==> config.mk <==
export PLATFORM = sky130hd
export DESIGN_NAME = inst_fetch_flat
export DESIGN_NICKNAME = d
export VERILOG_FILES = /design/src/rtl/inst_fetch_if.sv /design/src/rtl/inst_fetch.sv /design/src/flat_wrapper.sv
export SDC_FILE = /design/constraint.sdc
export NUM_CORES = 1
export LEC_CHECK = 0
export ABC_AREA = 0
export BUFFER_PORTS_ARGS = -buffer_cell sky130_fd_sc_hd__buf_4
export CORE_UTILIZATION = 29
export CTS_CLUSTER_SIZE = 24
export DETAILED_ROUTE_END_ITERATION = 12
export SYNTH_ARGS = -nofsm -noshare
export SYNTH_HDL_FRONTEND = slang
export SYNTH_SLANG_ARGS = --single-unit
==> constraint.sdc <==
create_clock -name clk -period 2 [get_ports clk]
set_clock_uncertainty 0.2 [all_clocks]
set_input_delay 0.1 -clock clk [delete_from_list [all_inputs] [get_ports clk]]
set_output_delay 0.1 -clock clk [all_outputs]
set_load 0.03 [all_outputs]
==> src/rtl/inst_fetch_if.sv <==
// Instruction ROM bus between the fetch stage (master) and a zero-latency ROM (slave).
// The ROM answers rom_addr in the same cycle with a data word and an accessible flag.
interface inst_fetch_if;
   logic [31:0] rom_addr;
   logic [31:0] rom_data;
   logic        rom_accessable;

   modport master (
      output rom_addr,
      input  rom_data,
      input  rom_accessable
   );

   modport slave (
      input  rom_addr,
      output rom_data,
      output rom_accessable
   );
endinterface

==> src/rtl/inst_fetch.sv <==
// Instruction fetch stage: owns the PC, fetches from the instruction ROM and fills the IF/ID register.
// Inaccessible fetches redirect to EXC_VECTOR; a second consecutive fault halts until reset.
//
// state   | meaning
// --------+--------------------------------------------------------------
// S_RUN   | normal sequential / redirected fetching
// S_REDIR | first fetch at EXC_VECTOR after a fault; another fault halts
// S_HALT  | double fault, PC frozen, IF/ID held as bubble until reset
module inst_fetch #(
   parameter logic [31:0] RESET_VECTOR = 32'h8000_0000,
   parameter logic [31:0] EXC_VECTOR   = 32'h8000_0008
) (
   input  logic                clk,
   input  logic                reset,
   input  logic                stall,
   input  logic                flush,
   input  logic                exc_req,
   input  logic                jr_req,
   input  logic [31:0]         jr_target,
   input  logic                br_req,
   input  logic [31:0]         br_target,
   inst_fetch_if.master        rom,
   output logic [31:0]         if_inst,
   output logic [31:0]         if_pc,
   output logic [31:0]         if_pc_plus4,
   output logic                if_valid,
   output logic                fault,
   output logic [31:0]         fault_addr,
   output logic [7:0]          fault_count,
   output logic                halted
);

   typedef enum logic [1:0] {
      S_RUN   = 2'd0,
      S_REDIR = 2'd1,
      S_HALT  = 2'd2
   } state_t;

   state_t      state, state_nxt;
   logic [31:0] pc, pc_nxt;
   logic [31:0] inst_nxt, ifpc_nxt, faddr_nxt;
   logic        valid_nxt, fault_nxt, halted_nxt;
   logic [7:0]  count_nxt;
   logic [7:0]  count_inc;

   assign rom.rom_addr = pc;
   assign if_pc_plus4  = if_pc + 32'd4;
   assign count_inc    = (fault_count == 8'hFF) ? 8'hFF : fault_count + 8'd1;

   always_ff @(posedge clk or negedge reset) begin
      if (!reset) begin
         state       <= S_RUN;
         pc          <= RESET_VECTOR;
         if_inst     <= 32'd0;
         if_pc       <= 32'd0;
         if_valid    <= 1'b0;
         fault       <= 1'b0;
         fault_addr  <= 32'd0;
         fault_count <= 8'd0;
         halted      <= 1'b0;
      end else begin
         state       <= state_nxt;
         pc          <= pc_nxt;
         if_inst     <= inst_nxt;
         if_pc       <= ifpc_nxt;
         if_valid    <= valid_nxt;
         fault       <= fault_nxt;
         fault_addr  <= faddr_nxt;
         fault_count <= count_nxt;
         halted      <= halted_nxt;
      end
   end

   always_comb begin
      state_nxt  = state;
      pc_nxt     = pc;
      inst_nxt   = if_inst;
      ifpc_nxt   = if_pc;
      valid_nxt  = if_valid;
      fault_nxt  = 1'b0;
      faddr_nxt  = fault_addr;
      count_nxt  = fault_count;
      halted_nxt = halted;

      case (state)
         S_HALT: begin
            inst_nxt  = 32'd0;
            valid_nxt = 1'b0;
         end
         default: begin
            if (stall) begin
               // flush still squashes the held instruction while the PC waits
               if (flush) begin
                  inst_nxt  = 32'd0;
                  valid_nxt = 1'b0;
               end
            end else if (!rom.rom_accessable) begin
               // a fault outranks every redirect request in the same cycle
               fault_nxt = 1'b1;
               faddr_nxt = pc;
               count_nxt = count_inc;
               inst_nxt  = 32'd0;
               valid_nxt = 1'b0;
               ifpc_nxt  = pc;
               pc_nxt    = EXC_VECTOR;
               if (state == S_REDIR) begin
                  halted_nxt = 1'b1;
                  state_nxt  = S_HALT;
               end else begin
                  state_nxt  = S_REDIR;
               end
            end else begin
               state_nxt = S_RUN;
               ifpc_nxt  = pc;
               valid_nxt = !flush;
               inst_nxt  = flush ? 32'd0 : rom.rom_data;
               if (exc_req)
                  pc_nxt = EXC_VECTOR;
               else if (jr_req)
                  pc_nxt = jr_target;
               else if (br_req)
                  pc_nxt = br_target;
               else
                  pc_nxt = pc + 32'd4;
            end
         end
      endcase
   end

endmodule

==> src/flat_wrapper.sv <==
// flat-port wrapper written by rule: the top's interface ports become plain ports
module inst_fetch_flat 
#(
   parameter logic [31:0] RESET_VECTOR = 32'h8000_0000,
   parameter logic [31:0] EXC_VECTOR   = 32'h8000_0008
)
  (clk, reset, stall, flush, exc_req, jr_req, jr_target, br_req, br_target, if_inst, if_pc, if_pc_plus4, if_valid, fault, fault_addr, fault_count, halted, rom_rom_addr, rom_rom_data, rom_rom_accessable);
  inst_fetch_if rom_i ();
  input  logic clk;
  input  logic reset;
  input  logic stall;
  input  logic flush;
  input  logic exc_req;
  input  logic jr_req;
  input  logic [31:0] jr_target;
  input  logic br_req;
  input  logic [31:0] br_target;
  output logic [31:0] if_inst;
  output logic [31:0] if_pc;
  output logic [31:0] if_pc_plus4;
  output logic if_valid;
  output logic fault;
  output logic [31:0] fault_addr;
  output logic [7:0] fault_count;
  output logic halted;
  output wire logic [$bits(rom_i.rom_addr)-1:0] rom_rom_addr;
  input wire logic [$bits(rom_i.rom_data)-1:0] rom_rom_data;
  input wire logic [$bits(rom_i.rom_accessable)-1:0] rom_rom_accessable;
  assign rom_rom_addr = rom_i.rom_addr;
  assign rom_i.rom_data = rom_rom_data;
  assign rom_i.rom_accessable = rom_rom_accessable;
  inst_fetch #(.RESET_VECTOR(RESET_VECTOR), .EXC_VECTOR(EXC_VECTOR)) u_core (.clk(clk), .reset(reset), .stall(stall), .flush(flush), .exc_req(exc_req), .jr_req(jr_req), .jr_target(jr_target), .br_req(br_req), .br_target(br_target), .rom(rom_i), .if_inst(if_inst), .if_pc(if_pc), .if_pc_plus4(if_pc_plus4), .if_valid(if_valid), .fault(fault), .fault_addr(fault_addr), .fault_count(fault_count), .halted(halted));
endmodule
==> results.txt <==
CP Data Arrival Time -> 2210 ps
crit path max fanout -> 4
largest cells by area after synthesis -> dfrtp_1 (51%), nand2_1 (6.2%), mux2_2 (5.7%)
Final Hold Violating Endpoints -> 0
number of synthesized register bits -> 141
Peak supply drop -> 0.549 mV
Post-synth ARST share -> 1.00
clock sink count -> 141
routability cong. -> 0.796
Vias -> 7257
Peak Freq -> 399 MHz
Reg clk slew, reported paths -> 60 ps
Routed WL -> 26.4 mm
die area -> 0.0245 mm^2
hpwl dp -> 18.7 mm
Die Ht -> 157 um
Synth Instances -> 710
Overflow after GRT -> 0
syn_nets -> 817
initial antenna violation count -> 1
Synth Cell Area -> 0.00694 mm^2
antenna viol nets, final -> 0
WP data required -> 1700 ps
htree depth -> 4
EDFF count, synth -> 0
worst min-delay path class -> in2reg
Final TNS setup -> -8370 ps
CP max stage delay -> 430 ps
DRC -> 0
P_int -> 9.97 mW
CTS max path bufs -> 2
slew of the pin with the lowest slew margin -> 518 ps
Pre-antenna DRT Iters -> 4
Psw -> 7.08 mW
most used cell, CP -> buf_6
synth-to-layout area growth -> 81.5%
Tcrit/Tclk final -> 1.25
RSZ-0062 raised after global routing -> yes
Post-synth top flop -> dfrtp_1
startpoint types -> flip-flop
Power Dens Cells -> 1350 mW/mm^2
IO Pins -> 275
Core Util, Final -> 0.536
worst path cell trace -> inv_2 -> or3_4 -> buf_4 -> buf_6 -> nor2_4 -> buf_6 -> nand4_1 -> xnor2_2 -> buf_6
Core Area -> 0.0235 mm^2
nature of the critical path endpoint -> output pin
root buf cell -> clkbuf_16
worst setup margin -> -508 ps
Clk pwr share -> 0.223
clock latency on the worst-skew pair -> 420 ps
Logic pwr share -> 0.515
count of input and output buffers -> 274
average size of a mapped cell -> 9.77 um^2
final setup fails -> 23
# nets final -> 1272
worst rel slew slack -> 0.655
Num CTS Buffers -> 17
highest-delay cell along the critical path -> or3_4
status -> finished with violations
share of layout cells above drive strength 1 -> 0.481
final cell count without fillers -> 1498
max-slew violations -> 0
failing checks -> negative setup slack
YS warnings -> 0
global-route wire length before repair -> 40.6 mm
Buf+Inv Stages, Crit Path -> 5
Seq/Total Area, Yosys -> 0.509
kind of critical path -> reg2out
FP Rows -> 56
largest net degree at the start of global routing -> 52
Placed Cells -> 1358
Synth cell types -> 52
Yosys top cell area share -> 0.505
sequential share of power -> 0.262
leakage power -> 6.03 nW
Crit path max-delay family -> simple AND/OR/NAND/NOR gates
CTS tree -> done
post-synth top area cell -> dfrtp_1
Via density -> 4.84
MaxCap Viol Count -> 0
Avg WL per Cell -> 17.6 um
Tot Pwr -> 17.0 mW
switching share of total power -> 0.415
Final min period -> 2510 ps
All-Layer GR Usage -> 0.218
initial DRC count -> 395
Initial Util -> 0.296
vias in the first global route -> 7244
DIE WIDTH -> 157 um
per-layer routing:
| metal | wire length, um | vias to the layer above | global-route usage |
|---|---|---|---|
| li1 | - | 3479 | - |
| met1 | 11600 | 3481 | 0.280 |
| met2 | 12600 | 267 | 0.356 |
| met3 | 1740 | 30 | 0.0570 |
| met4 | 406 | 0 | 0.0682 |
| met5 | 0 | - | 0 |
worst register-to-register path, stage by stage (launching register included):
cell     delay, ps
dfrtp_2        410
nand4_4        120
or4_4          570
buf_12         170
nor4_4         120
o31ai_1         90
a22o_1         210
layout make-up:
class                      instances  area (um^2)
fill                            2052        10900
timing repair buffer             484         4070
multi-input combinational        507         3800
sequential                       141         3560
clock buffer                      18          439
tap                              319          399
clock inverter                    14          265
inverter                          14         52.6
antenna                            1         2.50
kinds of logic (layout without fill, tap and decap cells):
family,count (synthesis),count (layout),share of synthesized area
xor gates and xnor gates,29,29,0.0366
DFF,141,141,0.509
and+or+nand+nor,257,257,0.175
AOI/OAI and AO/OA,178,178,0.172
buffers and inverters,62,530,0.0382
other,0,1,0
muxes,40,40,0.0640
adders and majority gates,3,3,0.00541
cell usage in the layout (no fill, tap or decap), types with 9 or more instances in the layout:
master,count
dfrtp_2,27
clkbuf_16,17
mux2_2,34
buf_4,360
inv_1,12
dlygate4sd3_1,86
dfrtp_1,113
xnor2_4,10
a22o_1,36
nor2_1,35
buf_12,9
o22ai_1,16
nand2_1,109
buf_6,29
o21ai_0,31
nand4_1,15
nand3_1,16
a21oi_1,41
synth_stat cells (5+ instances only):
| cell type | n |
|---|---|
| o221ai_1 | 8 |
| and3_1 | 7 |
| nand2_1 | 115 |
| nor2b_1 | 5 |
| o22a_1 | 7 |
| mux2i_1 | 5 |
| nand3_1 | 24 |
| mux2_2 | 35 |
| dfrtp_1 | 140 |
| or3_1 | 6 |
| o22ai_1 | 16 |
| buf_2 | 14 |
| o21ai_0 | 35 |
| clkbuf_1 | 29 |
| a21oi_1 | 42 |
| xnor2_1 | 23 |
| a22o_1 | 36 |
| o31ai_1 | 5 |
| inv_1 | 13 |
| a31oi_1 | 7 |
| nor2_1 | 45 |
| nor3_1 | 15 |
| xor2_1 | 6 |
| nand4_1 | 15 |
flip-flops by register name, summed over array words and instances (netlist names):
signal,cells
u_core.fault_addr,32
u_core.if_inst,32
u_core.if_pc,32
u_core.rom.rom_addr,32
u_core.fault_count,8
u_core.state,2
u_core.fault,1
u_core.halted,1
u_core.if_valid,1
what timing repair did:
action                     in CTS  in global routing
setup endpoints to repair      54                 36
resized for setup              67                 30
buffers inserted               13                  8
hold buffers                   86                  0
hold endpoints to repair      205                  0
pin swaps                      36                 20
per-stage QoR:
| step | worst slack (ps) | hold slack, ps | area, um^2 |
|---|---|---|---|
| 2_1_floorplan | -198 | -396 | 7340 |
| 3_3_place_gp | -150 | -102 | 10400 |
| 3_5_place_dp | -215 | -110 | 10400 |
| 4_1_cts | -493 | 1.46 | 12400 |
| 5_1_grt | -603 | 11.9 | 12600 |
| 6_report | -508 | 10.4 | 12600 |
power by group through the flow:
| stage | registers [mW] | logic (mW) | clock network (mW) |
|---|---|---|---|
| finish | 4.46 | 8.78 | 3.80 |
| global route | 4.58 | 9.33 | 3.99 |
| CTS | 4.46 | 8.71 | 3.85 |
| detailed placement | 4.47 | 8.32 | 0 |
| global placement | 4.42 | 8.28 | 0 |
| floorplan | 6.56 | 2.52 | 0 |
worst paths after layout:
check / start / to / slack (ps) / cells after the start
max in group asynchronous: reset / u_core.if_inst[11]$_DFFE_PN0P_ / 180 / 4
worst min-delay path: br_target[19] / u_core.rom.rom_addr[19]$_DFFE_PN0P_ / 10 / 4
worst min register to register: u_core.halted$_DFFE_PN0P_ / u_core.halted$_DFFE_PN0P_ / 290 / 1
worst max register to register: u_core.rom.rom_addr[9]$_DFFE_PN0P_ / u_core.rom.rom_addr[30]$_DFFE_PN0P_ / 10 / 6
worst max-delay path: u_core.if_pc[12]$_DFFE_PN0P_ / if_pc_plus4[25] / -510 / 9
min in group asynchronous: reset / u_core.fault_count[2]$_DFFE_PN0P_ / 520 / 3
(Power assumes the default switching activity.)
